==> src/rtl/thumb_inst_align_if.sv <==
// Fetch/decode handshake bundle for thumb_inst_align.
//   fetch_valid/fetch_data/fetch_ready : 32-bit code word stream from fetch
//   flush/flush_pc                     : discard buffered code, restart address
//   inst_valid/inst_ready              : instruction handshake towards decode
//   inst/inst_is32/inst_pc             : instruction, size flag, address
// slave  : the aligner side
// master : the fetch/decode environment side
interface thumb_inst_align_if;
    logic        fetch_valid;
    logic [31:0] fetch_data;
    logic        fetch_ready;
    logic        flush;
    logic [31:0] flush_pc;
    logic        inst_valid;
    logic        inst_ready;
    logic [31:0] inst;
    logic        inst_is32;
    logic [31:0] inst_pc;

    modport slave (
        input  fetch_valid, fetch_data, flush, flush_pc, inst_ready,
        output fetch_ready, inst_valid, inst, inst_is32, inst_pc
    );

    modport master (
        output fetch_valid, fetch_data, flush, flush_pc, inst_ready,
        input  fetch_ready, inst_valid, inst, inst_is32, inst_pc
    );
endinterface

==> src/rtl/thumb_inst_align.sv <==
// Thumb/Thumb-2 instruction aligner.
// Splits little-endian 32-bit fetch words into halfwords held in a 4-entry
// FIFO and presents one complete 16- or 32-bit instruction at a time.
//   clk   : clock, rising edge
//   rst_n : asynchronous active-low reset
//   bus   : thumb_inst_align_if.slave (fetch side, flush, decode side)
module thumb_inst_align (
    input  logic                clk,
    input  logic                rst_n,
    thumb_inst_align_if.slave   bus
);

    logic [15:0] q [4];
    logic [1:0]  head;
    logic [1:0]  tail;
    logic [2:0]  count;
    logic [31:0] pc;
    logic        skip_lo;
    logic        live;       // low during and until the first edge after reset

    logic [15:0] h0;
    logic [15:0] h1;
    logic        head_is32;
    logic        valid;
    logic        push;
    logic        pop;
    logic [2:0]  push_n;
    logic [2:0]  pop_n;

    always_comb begin
        h0        = q[head];
        h1        = q[head + 2'd1];
        // 11101 / 11110 / 11111 prefixes mark a 32-bit encoding
        head_is32 = (h0[15:13] == 3'b111) && (h0[12:11] != 2'b00);
        valid     = head_is32 ? (count >= 3'd2) : (count >= 3'd1);

        bus.fetch_ready = live && (count <= 3'd2) && !bus.flush;
        bus.inst_valid  = valid;
        bus.inst_is32   = valid && head_is32;
        bus.inst_pc     = pc;
        if (!valid)
            bus.inst = '0;
        else if (head_is32)
            bus.inst = {h0, h1};
        else
            bus.inst = {h0, 16'h0000};

        push   = bus.fetch_valid && bus.fetch_ready;
        pop    = valid && bus.inst_ready && !bus.flush;
        push_n = push ? (skip_lo ? 3'd1 : 3'd2) : 3'd0;
        pop_n  = pop ? (head_is32 ? 3'd2 : 3'd1) : 3'd0;
    end

    // count<=2 whenever a push is accepted, so tail and tail+1 are free even
    // before any same-cycle pop is applied.
    always_ff @(posedge clk or negedge rst_n) begin
        if (!rst_n) begin
            for (int unsigned i = 0; i < 4; i++)
                q[i] <= '0;
            head    <= '0;
            tail    <= '0;
            count   <= '0;
            pc      <= '0;
            skip_lo <= 1'b0;
            live    <= 1'b0;
        end else begin
            live <= 1'b1;
            if (bus.flush) begin
                head    <= '0;
                tail    <= '0;
                count   <= '0;
                pc      <= bus.flush_pc & 32'hFFFF_FFFE;
                skip_lo <= bus.flush_pc[1];
            end else begin
                if (push) begin
                    if (skip_lo) begin
                        q[tail] <= bus.fetch_data[31:16];
                    end else begin
                        q[tail]        <= bus.fetch_data[15:0];
                        q[tail + 2'd1] <= bus.fetch_data[31:16];
                    end
                    skip_lo <= 1'b0;
                end
                if (pop)
                    pc <= pc + (head_is32 ? 32'd4 : 32'd2);
                head  <= head + pop_n[1:0];
                tail  <= tail + push_n[1:0];
                count <= count + push_n - pop_n;
            end
        end
    end

endmodule

==> src/flat_wrapper.sv <==
// flat-port wrapper written by rule: the top's interface ports become plain ports
module thumb_inst_align_flat 
  (clk, rst_n, bus_fetch_valid, bus_fetch_data, bus_flush, bus_flush_pc, bus_inst_ready, bus_fetch_ready, bus_inst_valid, bus_inst, bus_inst_is32, bus_inst_pc);
  thumb_inst_align_if bus_i ();
  input  logic clk;
  input  logic rst_n;
  input wire logic [$bits(bus_i.fetch_valid)-1:0] bus_fetch_valid;
  input wire logic [$bits(bus_i.fetch_data)-1:0] bus_fetch_data;
  input wire logic [$bits(bus_i.flush)-1:0] bus_flush;
  input wire logic [$bits(bus_i.flush_pc)-1:0] bus_flush_pc;
  input wire logic [$bits(bus_i.inst_ready)-1:0] bus_inst_ready;
  output wire logic [$bits(bus_i.fetch_ready)-1:0] bus_fetch_ready;
  output wire logic [$bits(bus_i.inst_valid)-1:0] bus_inst_valid;
  output wire logic [$bits(bus_i.inst)-1:0] bus_inst;
  output wire logic [$bits(bus_i.inst_is32)-1:0] bus_inst_is32;
  output wire logic [$bits(bus_i.inst_pc)-1:0] bus_inst_pc;
  assign bus_i.fetch_valid = bus_fetch_valid;
  assign bus_i.fetch_data = bus_fetch_data;
  assign bus_i.flush = bus_flush;
  assign bus_i.flush_pc = bus_flush_pc;
  assign bus_i.inst_ready = bus_inst_ready;
  assign bus_fetch_ready = bus_i.fetch_ready;
  assign bus_inst_valid = bus_i.inst_valid;
  assign bus_inst = bus_i.inst;
  assign bus_inst_is32 = bus_i.inst_is32;
  assign bus_inst_pc = bus_i.inst_pc;
  thumb_inst_align u_core (.clk(clk), .rst_n(rst_n), .bus(bus_i));
endmodule
==> config.mk <==
export PLATFORM = sky130hd
export DESIGN_NAME = thumb_inst_align_flat
export DESIGN_NICKNAME = d
export VERILOG_FILES = /design/src/rtl/thumb_inst_align_if.sv /design/src/rtl/thumb_inst_align.sv /design/src/flat_wrapper.sv
export SDC_FILE = /design/constraint.sdc
export NUM_CORES = 1
export LEC_CHECK = 0
export BUFFER_PORTS_ARGS = -buffer_cell sky130_fd_sc_hd__clkbuf_2
export CAP_MARGIN = 40
export CORE_UTILIZATION = 24
export DETAILED_ROUTE_END_ITERATION = 8
export GPL_TIMING_DRIVEN = 1
export PLACE_DENSITY = 0.4
export SYNTH_ARGS = -nofsm -noshare
export SYNTH_HDL_FRONTEND = slang
export SYNTH_SLANG_ARGS = --single-unit
==> constraint.sdc <==
create_clock -name clk -period 5.9 [get_ports clk]
set_input_delay 0.885 -clock clk [delete_from_list [all_inputs] [get_ports clk]]
set_output_delay 0.885 -clock clk [all_outputs]
set_load 0.02 [all_outputs]
==> key figures, run 1 <==
Yosys
  – Syn_area_per_cell: 8.59 um^2
  – Ys flop type: dfrtp_1
  – Net Count, Synth: 913
  – Post-synth EDFFs: 0
  – Ys async rst share: 100%
  – Synth unique cells: 52
  – Register area share after synthesis: 36.4%
  – Yosys warns: 0
  – #FFs+latches synth: between 100 and 150
  – Cell Area, Synth: 0.00715 mm^2
  – Cell count after synthesis: 833

Timing
  – Fin crit period: 4.53 ns
  – RSZ-0062 raised after global routing: false
  – Final worst-path cycle share: about three quarters
  – Max-slew headroom: 48.2%
  – Final setup viols: 0
  – Setup Skew: between 0.015 and 0.02 ns
  – Tightest Pin Transition: approximately 0.78 ns
  – Setup_tns: 0 ns
  – Final hold viol count: 0
  – Max Clk Rate: 221 MHz
  – Fin. max-slew vios: 0
  – Min setup slack post-route: 1.37 ns

CTS
  – Clk slew on worst S/H paths: 0.09 ns
  – Post-CTS Repair Setup Buffers: 0
  – Post-CTS Hold Buffers: 0
  – H-tree levels: 3
  – Worst skew pair latency: 0.36 ns
  – TritonCTS buffer count: 9
  – Clock Sinks: around 100
  – TritonCTS clock tree: done
  – Post-CTS Resized: 0
  – Clock root buffer: clkbuf_16
  – Worst-case clock buffer depth: 2

Min path
  – Hold Path Class: primary input to asynchronous set/reset pin

Routing
  – DR pass1 iterations: 5
  – Vias: 6518
  – Antenna viol nets, final: 0
  – Initial DRC Count: 398
  – Detailed Route WL: 24500 um
  – DRC: 0
  – Vias per Instance: 5.03
  – Wire length per cell: 18.9 um

Floorplanning
  – Die ar.: 0.0305 mm^2
  – Die W: 175 um
  – Initial Util: 24.7%
  – Die H: 175 um
  – Row count: 62
  – Core area: slightly below 0.03 mm^2
  – Ports: 136

Global routing
  – Largest net degree at the start of global routing: 89
  – Antenna violations before repair: 3
  – Gr usage total: approximately 16%
  – First-pass GRT wire length: 38600 um
  – Total gr overflow: 0
  – Vias in the first global route: about 6400

Pwr
  – Maximum vdd ir drop: 0.000168 V
  – Leak: about 3.6 nW
  – Power Dens Cells: 314 mW/mm^2

Layout
  – Final #Nets: 985
  – Synth-to-Final Area Change: 20.3%
  – Share of cells above drive strength 1: 24.9%

Placement
  – DP HPWL: around 17000 um
  – Dpl ws: 1.16 ns
  – I/O Buffers: 133
  – RD Place Congestion: 0.734

Critical path
  – Req. time, crit path: 6.18 ns
  – Worst Setup End Kind: register
  – CP max FO: 24
  – Startpoint types: register
  – Arrival time worst endpoint: 4.80 ns
  – Crit-path max cell delay: just over 0.8 ns
  – Slowest CP cell: dfrtp_2
  – Crit Path Category: register to register
  – Critical Path, Cell by Cell: mux4_2 > o2111a_1 > clkinv_2 > ha_1 > inv_1 > fa_1 > nor4_4 > o2111ai_4 > or4b_1 > a31oi_1

Run status
  – Outcome: completed

Job
  – Number of max-cap violations: 0
## registers in the layout (all words and copies together) (netlist names)
| register | cells |
|---|---|
| u_core.q | 64 |
| u_core.bus.inst_pc | 31 |
| u_core.count | 3 |
| u_core.tail | 2 |
| u_core.skip_lo | 1 |
| u_core.live | 1 |
| u_core.head | 2 |
## final cells by class
cell class,count,area [um^2]
clock buffer,11,253
inverter,20,76.3
clock inverter,5,85.1
antenna,2,5.00
sequential,104,2610
multi-input combinational,610,4100
fill,3193,20400
timing repair buffer,160,1000
tap,384,480
## power breakdown
group	internal, mW	total, mW	leakage [nW]	switching (mW)
combinational	0.434	1.01	2.11	0.574
sequential	0.843	0.996	1.34	0.153
clock	0.399	0.699	0.163	0.300
## through the flow
stage,total power [mW],hold slack (ns),utilization [%],std cells,instance area [um^2]
CTS,2.74,0.335,29.6,1293,8570
global route,2.88,0.338,29.6,1294,8600
global placement,1.98,0.478,27.7,1266,8050
detailed placement,2.03,0.490,28.4,1277,8240
finish,2.70,0.339,29.7,1296,8610
floorplan,1.65,0.461,-,833,7150
## Yosys cell counts (3+ instances only)
cell	number	area (um^2)
dfrtp_1	104	2600
nand2_1	92	345
nor2_1	92	345
o21ai_0	90	450
a31oi_1	77	482
clkbuf_1	71	267
a22oi_1	64	480
mux4_2	32	721
nor2b_1	23	144
and3_1	20	125
buf_1	19	71.3
inv_1	19	71.3
xor2_1	14	123
nand3_1	10	50.1
nor3_1	9	45.0
ha_1	8	100
a21oi_1	7	35.0
o2111ai_1	7	61.3
or3_1	6	37.5
xnor2_1	6	52.6
buf_4	5	37.5
nand4_1	5	31.3
and2_1	4	25.0
nand2b_1	4	25.0
a31o_2	3	26.3
buf_2	3	15.0
fa_1	3	60.1
o211ai_1	3	22.5
o31a_1	3	26.3
o31ai_1	3	22.5
## placed cells by master, fill, tap and decap left out, types with 9 or more instances in the layout
master	n
nor2_1	92
buf_4	16
a31oi_1	77
clkbuf_16	9
nand2_1	92
inv_1	19
and3_1	20
nor3_1	9
clkbuf_2	132
mux4_2	32
dfrtp_1	102
o21ai_0	88
a22oi_1	64
nor2b_1	19
xor2_1	14
nand3_1	10
## critical path, delay by kind of cell, from the launching register on
kind,cells,cell delay [ns]
multiplexers,1,0.61
AND/OR/NAND/NOR,2,1.12
flip-flops,1,0.83
adder cells (fa/ha/maj),2,0.72
buffers and inverters,2,0.36
AO/OA/AOI/OAI,3,0.77
## kinds of logic (layout without fill, tap and decap cells)
group | Yosys count | after routing | share of synthesized area [%]
and+or+nand+nor | 277 | 277 | 18.0
AOI/OAI and AO/OA | 267 | 267 | 23.9
buffers and inverters | 119 | 196 | 6.68
DFF | 104 | 104 | 36.4
muxes | 33 | 33 | 10.2
xor gates and xnor gates | 20 | 20 | 2.45
adders and majority gates | 11 | 11 | 2.24
other | 2 | 4 | 0.105
## final timing paths
check,startpoint,to,slack [ns],depth (start not counted)
max in group asynchronous,rst_n,u_core.skip_lo,4.38,3
worst min-delay path,rst_n,u_core.bus.inst_pc[8],0.34,1
worst max-delay path,u_core.head[0],u_core.bus.inst_pc[31],1.37,10
worst min register to register,u_core.q[3],u_core.q[3],0.50,2
min in group clk,u_core.q[3],u_core.q[3],0.50,2
worst max register to register,u_core.head[0],u_core.bus.inst_pc[31],1.37,10
## routing by layer
layer | up-vias | share of wire, % | track usage [%] | wire (um)
li1 | 3177 | - | - | -
met1 | 3158 | 51 | 23.7 | 12400
met2 | 168 | 45 | 25.8 | 10900
met3 | 13 | 3.9 | 2.85 | 962
met4 | 2 | 0.75 | 3.08 | 184
met5 | - | 0.070 | 0 | 17
(Power assumes the default switching activity.)
==> run 2: changes to the inputs <==
--- a/config.mk
+++ b/config.mk
@@ -5,12 +5,13 @@
 export SDC_FILE = /design/constraint.sdc
 export NUM_CORES = 1
 export LEC_CHECK = 0
+export ABC_AREA = 1
 export BUFFER_PORTS_ARGS = -buffer_cell sky130_fd_sc_hd__clkbuf_2
 export CAP_MARGIN = 40
 export CORE_UTILIZATION = 24
 export DETAILED_ROUTE_END_ITERATION = 8
 export GPL_TIMING_DRIVEN = 1
-export PLACE_DENSITY = 0.4
+export PLACE_DENSITY = 0.41
 export SYNTH_ARGS = -nofsm -noshare
 export SYNTH_HDL_FRONTEND = slang
 export SYNTH_SLANG_ARGS = --single-unit
==> constraint.sdc (replaced) <==
create_clock -name clk -period 3.9 [get_ports clk]
set_input_delay 0.585 -clock clk [delete_from_list [all_inputs] [get_ports clk]]
set_output_delay 0.585 -clock clk [all_outputs]
set_load 0.02 [all_outputs]
==> key figures, run 2 <==
Layout
  – Most common cell after layout, fill and taps aside: nand2_1
  – Synth-to-Final Area Change: 17.4%
  – Final #Nets: approximately 1300
  – Finished Core Util: 29.0%
  – Largest register FFs: 64
  – Antenna diodes: 0
  – Share of cells above drive strength 1: 17.2%
  – Biggest register: u_core.q
  – Most frequent cells in the layout: nand2_1 (342), clkbuf_2 (132), inv_1 (117), dfrtp_1 (102), nor2_1 (90)

Pwr
  – Comb power frac: 46.9%
  – Clock group share of total power: 17.3%
  – Maximum vdd ir drop: 0.000238 V
  – Switch share: a little under half
  – Leak: 4.39 nW
  – Power Dens Cells: 577 mW/mm^2
  – Internal power: about 2.8 mW
  – NetSw: between 2 and 3 mW
  – Part of the power in registers: a little over a third

Critical path
  – Worst reg2reg setup slack: 0.58 ns
  – Reg2reg start: u_core.head[0]
  – Startpoint types: register
  – CP max FO: 26
  – R2R cell count: 18
  – FF-to-FF End: u_core.bus.inst_pc[17]
  – Arrival time worst endpoint: 3.00 ns
  – Req. time, crit path: approximately 3.3 ns
  – Worst Setup End Kind: output pin
  – Crit Path Category: register to output pin

Yosys
  – Yosys warns: 0
  – Register area share after synthesis: between 30% and 40%
  – Ys async rst share: 100%
  – XOR/XNOR Fraction of Synth Area: 2.78%
  – Yosys top cell area share: 33.1%
  – Count leader, synth: nand2_1
  – Cell Area, Synth: 0.00787 mm^2
  – Post-synthesis simple-gate area fraction: 30.4%
  – Synth area leader: dfrtp_1
  – Adder-cell share of the synthesized area: 2.03%
  – Commonest cells post-synth: nand2_1 (342), inv_1 (118), dfrtp_1 (104)
  – Post-synth EDFFs: 0
  – Synth unique cells: 43
  – Net Count, Synth: 1242
  – Ys flop type: dfrtp_1
  – #FFs+latches synth: approximately 100
  – Multiplexer share of the synthesized area: 0%
  – Cell count after synthesis: 1162
  – Compound-Gate Fraction of Synth Area: 20.5%
  – Syn_area_per_cell: 6.78 um^2
  – Largest cells by area after synthesis: dfrtp_1 (33%), nand2_1 (16%), o211ai_1 (6.2%)
  – Largest family of logic cells by synthesized area: simple AND/OR/NAND/NOR gates

CTS
  – H-tree levels: 3
  – Post-CTS Hold Buffers: 0
  – Post-CTS Repair Setup Buffers: 0
  – Clk slew on worst S/H paths: approximately 0.080 ns
  – Clock root buffer: clkbuf_16
  – Worst skew pair latency: around 0.37 ns
  – Post-CTS Resized: 0
  – TritonCTS buffer count: 9
  – Worst-case clock buffer depth: 2
  – Clock Sinks: 104
  – TritonCTS clock tree: done

Min path
  – Hold Path Class: primary input to asynchronous set/reset pin

Timing
  – Fin crit period: ~3.6 ns
  – Fin. max-slew vios: 0
  – Max Clk Rate: 279 MHz
  – Max-slew headroom: 42.2%
  – Final setup viols: 0
  – Setup_tns: 0 ns
  – Tightest Pin Transition: a little under 0.9 ns
  – Setup Skew: roughly 0.010 ns
  – Final hold viol count: 0
  – Final worst-path cycle share: 92.0%
  – RSZ-0062 raised after global routing: false

Floorplanning
  – Initial Util: about a quarter
  – Core area: 0.0319 mm^2
  – Die H: 183 um
  – Die W: 183 um
  – Ports: approximately 140
  – Die ar.: 0.0335 mm^2
  – Row count: 65

Job
  – Number of max-cap violations: 0

Routing
  – DRC: 0
  – Antenna viol nets, final: 0
  – Initial DRC Count: 554
  – Vias per Instance: between 4 and 5
  – Vias: 8051
  – DR pass1 iterations: 7
  – Detailed Route WL: 29200 um
  – Wire length per cell: about 17 um

Global routing
  – First-pass GRT wire length: approximately 46000 um
  – Antenna violations before repair: 0
  – Gr usage total: 17.8%
  – Largest net degree at the start of global routing: 65
  – Total gr overflow: 0
  – Vias in the first global route: 7998

Run status
  – Outcome: completed

Placement
  – DP HPWL: just over 20000 um
  – RD Place Congestion: 0.819
  – I/O Buffers: 133
-- run 2: changes by cell type in the layout (fill, tap and decap cells not counted), sizes merged, moves of 25 or more --
| cell | previous run | this run |
|---|---|---|
| nand2 | 92 | 350 |
| inv | 21 | 122 |
| a31oi | 77 | 4 |
| nand3 | 10 | 82 |
| a22oi | 64 | 0 |
| o211ai | 3 | 65 |
| mux4 | 32 | 0 |
| o22ai | 0 | 30 |
| a21oi | 7 | 32 |
-- run 2: power groups by stage --
stage / clock network, mW / registers (mW) / logic (mW)
2_1_floorplan: 0 / 1.91 / 1.69
3_3_place_gp: 0 / 1.92 / 2.53
3_5_place_dp: 0 / 1.92 / 2.54
4_1_cts: 0.962 / 1.91 / 2.54
5_1_grt: 0.991 / 1.97 / 2.81
6_report: 0.921 / 1.91 / 2.50
-- run 2: worst max-delay path, cell delays in order, from the launching register on --
cell      delay, ns
dfrtp_2        0.58
inv_4          0.37
nand2_1        0.09
nand3_1        0.08
nand2_1        0.10
nor2_2         0.13
nand3_4        0.16
nor2_1         0.19
inv_2          0.25
a211oi_1       0.42
clkbuf_2       0.25
-- run 2: cells by family after synthesis --
kind of cell / Yosys count
flip-flops: 104
AND/OR/NAND/NOR: 560
other: 2
buffers and inverters: 199
XOR/XNOR: 25
adder cells (fa/ha/maj): 11
AO/OA/AOI/OAI: 261
-- run 2: worst max-delay path by stage --
stage | start | end | slack [ns] | depth (start not counted)
3_5_place_dp | u_core.head[0] | u_core.bus.inst_pc[17] | 0.57 | 18
3_3_place_gp | u_core.head[0] | u_core.bus.inst_pc[17] | 0.57 | 18
4_1_cts | u_core.head[0] | bus_inst[0] | 0.19 | 10
6_report | u_core.head[0] | bus_inst[0] | 0.31 | 10
5_1_grt | u_core.head[0] | bus_inst[0] | 0.11 | 10
2_1_floorplan | u_core.head[0] | u_core.count[2] | 1.14 | 16
-- run 2: per-layer routing --
metal | GRT usage [%] | routed length [um]
met5 | 0 | 0
met1 | 23.8 | 13600
met3 | 2.28 | 1190
met2 | 30.0 | 13900
met4 | 5.30 | 564
-- run 2: final cells by class --
class,instances,area [um^2]
flip-flops and latches,104,2610
clock inverters,6,45.0
repair buffers,160,936
fillers,3635,22600
well taps,435,544
inverters,123,469
clock buffers,10,239
multi-input cells,859,4400
-- run 2: metrics by stage --
step / cell area (um^2) / instances / hold WS [ns] / setup slack (ns) / total power [mW]
floorplan: 7870 / 1162 / 0.289 / 1.14 / 3.60
detailed placement: 8960 / 1681 / 0.487 / 0.570 / 4.46
global placement: 8900 / 1679 / 0.534 / 0.571 / 4.45
global route: 9240 / 1697 / 0.101 / 0.112 / 5.78
finish: 9240 / 1697 / 0.0884 / 0.314 / 5.33
CTS: 9240 / 1697 / 0.0883 / 0.194 / 5.41
